==> src/rtl/cpu_types_pkg.sv <==
// cpu_types_pkg: shared types for the RAM arbiter and the per-core cache blocks.
package cpu_types_pkg;

  localparam int unsigned WORD_W  = 32;
  // Core index width; supports up to 16 cores.
  localparam int unsigned CPUID_W = 4;

  typedef logic [WORD_W-1:0]  word_t;
  typedef logic [CPUID_W-1:0] cpuid_t;

  typedef enum logic [1:0] {FREE, BUSY, ACCESS, ERROR} ramstate_t;

  typedef enum logic {IDLE, GRANT} arb_state_t;

  typedef enum logic {CLS_I, CLS_D} req_class_t;

  typedef struct packed {
    cpuid_t     cpu;
    req_class_t cls;
  } arb_grant_t;

  // Core index following cpu, wrapping at n cores.
  function automatic cpuid_t next_cpu(cpuid_t cpu, int unsigned n);
    if (int'(cpu) + 1 >= int'(n)) return '0;
    return cpu + cpuid_t'(1);
  endfunction

endpackage

==> src/rtl/rr_picker.sv <==
// rr_picker: selects the first asserted request at or above start, wrapping modulo N.
module rr_picker
  import cpu_types_pkg::*;
#(
  parameter int unsigned N = 2
) (
  input  logic [N-1:0] req,
  input  cpuid_t       start,
  output logic [N-1:0] onehot,
  output logic         valid
);

  logic [N-1:0]   rot;
  logic [N-1:0]   pick;
  logic [2*N-1:0] spread;

  // Rotate so start sits at bit 0, pick the lowest set bit, rotate the pick back.
  always_comb begin
    rot   = N'({req, req} >> start);
    pick  = '0;
    valid = 1'b0;
    for (int unsigned k = 0; k < N; k++) begin
      if (!valid && rot[k]) begin
        pick[k] = 1'b1;
        valid   = 1'b1;
      end
    end
    spread = {{N{1'b0}}, pick} << start;
    onehot = spread[N-1:0] | spread[2*N-1:N];
  end

endmodule

==> src/rtl/ram_arbiter.sv <==
// ram_arbiter: shares one RAM port among CPUS cores (icache + dcache each).
// Data requests beat instruction requests; round-robin within each class.
// A grant is held for the whole block transfer.
// Optional watchdog: define ARB_WATCHDOG_EN.
module ram_arbiter
  import cpu_types_pkg::*;
#(
  parameter int unsigned CPUS        = 2,
  parameter int unsigned BLOCK_WORDS = 2,
  parameter int unsigned WDOG_CYCLES = 64
) (
  input  logic            CLK,
  input  logic            nRST,
  input  logic [CPUS-1:0] iREN,
  input  word_t           iaddr  [CPUS],
  input  logic [CPUS-1:0] dREN,
  input  logic [CPUS-1:0] dWEN,
  input  word_t           daddr  [CPUS],
  input  word_t           dstore [CPUS],
  output logic [CPUS-1:0] iwait,
  output logic [CPUS-1:0] dwait,
  output word_t           iload  [CPUS],
  output word_t           dload  [CPUS],
  output logic            ramREN,
  output logic            ramWEN,
  output word_t           ramaddr,
  output word_t           ramstore,
  input  word_t           ramload,
  input  ramstate_t       ramstate,
  output logic            arb_timeout
);

  localparam int unsigned BEAT_W = $clog2(BLOCK_WORDS + 1);

  arb_state_t        state, state_n;
  arb_grant_t        grant, grant_n;
  cpuid_t            rr, rr_n;
  logic [BEAT_W-1:0] beat, beat_n;

  logic [CPUS-1:0] d_onehot, i_onehot;
  logic            d_valid, i_valid;
  cpuid_t          d_cpu, i_cpu;

  logic  g_ren, g_wen, g_active;
  word_t g_addr, g_store;
  logic  in_grant, access, last_beat, wdog_fire;

  rr_picker #(.N(CPUS)) u_dpick (
    .req    (dREN | dWEN),
    .start  (rr),
    .onehot (d_onehot),
    .valid  (d_valid)
  );

  rr_picker #(.N(CPUS)) u_ipick (
    .req    (iREN),
    .start  (rr),
    .onehot (i_onehot),
    .valid  (i_valid)
  );

  // Encode the one-hot picks into core indices.
  always_comb begin
    d_cpu = '0;
    i_cpu = '0;
    for (int unsigned c = 0; c < CPUS; c++) begin
      if (d_onehot[c]) d_cpu = cpuid_t'(c);
      if (i_onehot[c]) i_cpu = cpuid_t'(c);
    end
  end

  // Mux the granted requester's enables, address and data; write wins over read.
  always_comb begin
    g_ren   = 1'b0;
    g_wen   = 1'b0;
    g_addr  = '0;
    g_store = '0;
    for (int unsigned c = 0; c < CPUS; c++) begin
      if (grant.cpu == cpuid_t'(c)) begin
        if (grant.cls == CLS_D) begin
          g_ren   = dREN[c] & ~dWEN[c];
          g_wen   = dWEN[c];
          g_addr  = daddr[c];
          g_store = dstore[c];
        end else begin
          g_ren  = iREN[c];
          g_addr = iaddr[c];
        end
      end
    end
  end

  assign g_active  = g_ren | g_wen;
  assign in_grant  = (state == GRANT);
  assign access    = in_grant && (ramstate == ACCESS);
  assign last_beat = access && ((grant.cls == CLS_I) || (beat == BEAT_W'(BLOCK_WORDS - 1)));

  assign ramREN   = in_grant & g_ren;
  assign ramWEN   = in_grant & g_wen;
  assign ramaddr  = in_grant ? g_addr  : '0;
  assign ramstore = in_grant ? g_store : '0;

  // Only the granted requester sees wait low, and only on an ACCESS beat.
  always_comb begin
    iwait = '1;
    dwait = '1;
    for (int unsigned c = 0; c < CPUS; c++) begin
      if (access && grant.cpu == cpuid_t'(c)) begin
        if (grant.cls == CLS_D) dwait[c] = 1'b0;
        else                    iwait[c] = 1'b0;
      end
    end
  end

  // Read data is broadcast to every core.
  always_comb begin
    for (int unsigned c = 0; c < CPUS; c++) begin
      iload[c] = ramload;
      dload[c] = ramload;
    end
  end

  // Next-state: pick a requester in IDLE, count beats and release in GRANT.
  always_comb begin
    state_n = state;
    grant_n = grant;
    rr_n    = rr;
    beat_n  = beat;
    unique case (state)
      IDLE: begin
        if (d_valid) begin
          grant_n = '{cpu: d_cpu, cls: CLS_D};
          beat_n  = '0;
          state_n = GRANT;
        end else if (i_valid) begin
          grant_n = '{cpu: i_cpu, cls: CLS_I};
          beat_n  = '0;
          state_n = GRANT;
        end
      end
      GRANT: begin
        if (!g_active || last_beat || wdog_fire) begin
          state_n = IDLE;
          rr_n    = next_cpu(grant.cpu, CPUS);
          beat_n  = '0;
        end else if (access) begin
          beat_n = beat + BEAT_W'(1);
        end
      end
      default: state_n = IDLE;
    endcase
  end

  // Arbiter state register.
  always_ff @(posedge CLK or negedge nRST) begin
    if (!nRST) begin
      state <= IDLE;
      grant <= '0;
      rr    <= '0;
      beat  <= '0;
    end else begin
      state <= state_n;
      grant <= grant_n;
      rr    <= rr_n;
      beat  <= beat_n;
    end
  end

`ifdef ARB_WATCHDOG_EN
  localparam int unsigned WDOG_W = $clog2(WDOG_CYCLES + 1);

  logic [WDOG_W-1:0] wdog;
  logic              timeout_q;

  // Fires on the WDOG_CYCLES-th consecutive non-ACCESS cycle of a grant.
  assign wdog_fire   = in_grant && !access && (wdog == WDOG_W'(WDOG_CYCLES - 1));
  assign arb_timeout = timeout_q;

  // Watchdog counter and sticky timeout flag.
  always_ff @(posedge CLK or negedge nRST) begin
    if (!nRST) begin
      wdog      <= '0;
      timeout_q <= 1'b0;
    end else begin
      if (!in_grant || access || wdog_fire) wdog <= '0;
      else                                  wdog <= wdog + WDOG_W'(1);
      if (wdog_fire) timeout_q <= 1'b1;
    end
  end
`else
  assign wdog_fire   = 1'b0;
  assign arb_timeout = 1'b0;
`endif

endmodule

==> config.mk <==
export PLATFORM = sky130hd
export DESIGN_NAME = ram_arbiter
export DESIGN_NICKNAME = d
export VERILOG_FILES = /design/src/rtl/cpu_types_pkg.sv /design/src/rtl/rr_picker.sv /design/src/rtl/ram_arbiter.sv
export SDC_FILE = /design/constraint.sdc
export NUM_CORES = 1
export LEC_CHECK = 0
export BUFFER_PORTS_ARGS = -buffer_cell sky130_fd_sc_hd__clkbuf_2
export CAP_MARGIN = 20
export CORE_AREA = 2 2 169 171
export CTS_CLUSTER_SIZE = 40
export DETAILED_ROUTE_END_ITERATION = 8
export DIE_AREA = 0 0 171 173
export SYNTH_ARGS = -nofsm -noshare
export SYNTH_HDL_FRONTEND = slang
export SYNTH_SLANG_ARGS = --single-unit
==> constraint.sdc <==
create_clock -name CLK -period 1.95 [get_ports CLK]
set_input_delay 0.195 -clock CLK [delete_from_list [all_inputs] [get_ports CLK]]
set_output_delay 0.195 -clock CLK [all_outputs]
set_load 0.02 [all_outputs]
==> qor.yml <==
status: "complete, no violations"
max_freq_mhz: 515
avgViaCountPerCell: 3.32
num_vias: 2826
cts.sinks: 6
clockBufferDepth: 2
die_y_um: 173
top_usage_layer: "met2"
antenna_found_initial: 3
synth_fp_nets: 573
synth_area_mm2: 0.00294
first_pass_iters: 4
fp.dieW_um: 171
cts-root-buf: "clkbuf_16"
critPathCaptureType: "output port"
grt_max_degree: 43
grtUsageMet2: 0.136
synthFlopType: "dfrtp_1"
nets: 707
routedWlPerCell_um: 13.3
hold_viol: 0
drv_slew: 0
synthArstFlopShare: 1.00
pre_cts_ws_ns: 0.261
synth_edf_count: 0
die_area_mm2: 0.0296
ys_types: 37
cp_max_fo: 13
final_cell_mix: "clkbuf_2 (259), nor2_1 (34), mux2i_1 (33)"
cp-start-kind: "register"
final.setup.worst_slack_ns: 0.00758
power.leakage_nw: 1.93
ant_nets: 0
fin_crit_sh: 0.996
place.gp.congestion: 0.748
powerDensity_mw_per_mm2: 1280
cts_tree: "built"
required_ns: 1.75
worst_skew_pair.late_latency_ns: 0.23
yosys.area.top_type_share: 0.342
htreeDepth: 1
ys.warnings.count: 0
overflow: 0
period_needed_ns: 1.94
drc_errors: 0
critical_path_class: "register to output port"
skew_ns: 0.00174
final_core_util: 0.141
cts_made_buffers: 3
postCtsSetupBuffers: 0
ys_ff_latch: 6
grtUsageMet1: 0.0545
synthTopCellsByArea: "buf_4 (34%), mux4_2 (24%), mux2i_1 (11%)"
grt_use_met3: 0.0211
synth_area_per_cell_um2: 8.71
post-dp-hpwl_um: 9910
syn-instance-count: 338
cp.arrival_ns: 1.75
drt_iter0_drc: 67
start_util: 0.107
ios: 433
setup_violations: 0
drive_above_1_share: 0.682
synthToLayoutAreaGrowth_pct: 32.4
port_buffers: 271
core_area_mm2: 0.0276
peakVddDrop_v: 0.000415
layout_commonest_cell: "clkbuf_2"
grt_usage: 0.0674
yosysSeqAreaShare: 0.0510
grt_pass1_wl_um: 15000
hold_path.class: "primary input to register"
rows: 61
wirelength_um: 11300
max_cap_viol_count: 0
rsz0062_at_grt: "yes"
first_global_vias: 2744
yosys.area.top_type: "buf_4"
path_clk_slew_ns: 0.04
## critical path: stages, from the launching register on
cell and delay [ns]:
dfrtp_2 0.42, buf_4 0.25, mux4_2 0.52, and2_1 0.17, clkbuf_2 0.15
## report_power, final
| group | internal [mW] | switching, mW |
|---|---|---|
| Sequential | 0.184 | 0.106 |
| Clock | 0.271 | 0.0698 |
| Combinational | 1.97 | 2.39 |
## timing repair
| item | CTS | global route |
|---|---|---|
| resized for setup | 0 | 17 |
| hold buffers | 1 | 0 |
| hold endpoints to repair | 6 | 0 |
| endpoints found under the setup margin | 0 | 28 |
## through the flow
| step | instances | total power, mW | hold slack, ns | cell area (µm²) | TNS (ns) |
|---|---|---|---|---|---|
| floorplan | 338 | 3.72 | -0.101 | 2940 | 0 |
| CTS | 848 | 4.95 | 0.287 | 3850 | 0 |
| detailed placement | 843 | 4.59 | 0.0351 | 3760 | 0 |
| global placement | 843 | 4.54 | 0.0283 | 3760 | 0 |
| global route | 851 | 5.41 | 0.322 | 3900 | -0.314 |
| finish | 851 | 5.00 | 0.292 | 3900 | 0 |
## path summary, 6_finish.rpt
kind / start / endpoint / slack (ns) / cells after the start
worst max-delay path: grant[0]$_DFFE_PN0P_ / ramaddr[30] / 0.008 / 4
worst max register to register: grant[0]$_DFFE_PN0P_ / beat[1]$_DFFE_PN0P_ / 0.38 / 5
max in group asynchronous: nRST / grant[1]$_DFFE_PN0P_ / 1.38 / 2
worst min register to register: beat[1]$_DFFE_PN0P_ / beat[1]$_DFFE_PN0P_ / 0.52 / 2
worst min-delay path: dREN[0] / grant[1]$_DFFE_PN0P_ / 0.29 / 3
min in group asynchronous: nRST / grant[1]$_DFFE_PN0P_ / 0.39 / 2
## state kept, by name (all words and copies together) (netlist names)
signal    cells
grant         2
in_grant      1
beat          2
rr            1
## cell usage after synthesis (all sizes together), types with 2 or more instances
cell      n
nor2b     4
and2     33
nand2     8
o21ai     5
inv       4
nor2     34
clkbuf    5
buf     145
dfrtp     6
or4       2
mux4     32
nand2b    2
nand3     5
nor3b     2
a21oi     3
mux2i    33
## final cells by class
| type | instances | area, µm² |
|---|---|---|
| repair buffers | 279 | 1480 |
| inverters | 4 | 15.0 |
| flip-flops and latches | 6 | 155 |
| well taps | 378 | 473 |
| diodes | 2 | 5.00 |
| clock buffers | 4 | 78.8 |
| multi-input cells | 178 | 1690 |
| fillers | 3191 | 23700 |
## logic make-up (layout without fill, tap and decap cells)
| family | after synthesis | in the layout | synth area share |
|---|---|---|---|
| fa+ha+maj | 1 | 1 | 0.00425 |
| mux | 65 | 65 | 0.357 |
| compound gates | 16 | 16 | 0.0374 |
| simple gates | 95 | 95 | 0.172 |
| other cells | 1 | 3 | 0.00127 |
| buf+inv | 154 | 287 | 0.377 |
| flops | 6 | 6 | 0.0510 |
## routing by layer
metal | wire length, µm | part of all wire
met5 | 10 | 0.00088
met2 | 5940 | 0.52
met1 | 3450 | 0.30
met3 | 1300 | 0.11
met4 | 632 | 0.056
Note: power is estimated with default switching activity, not from simulation.
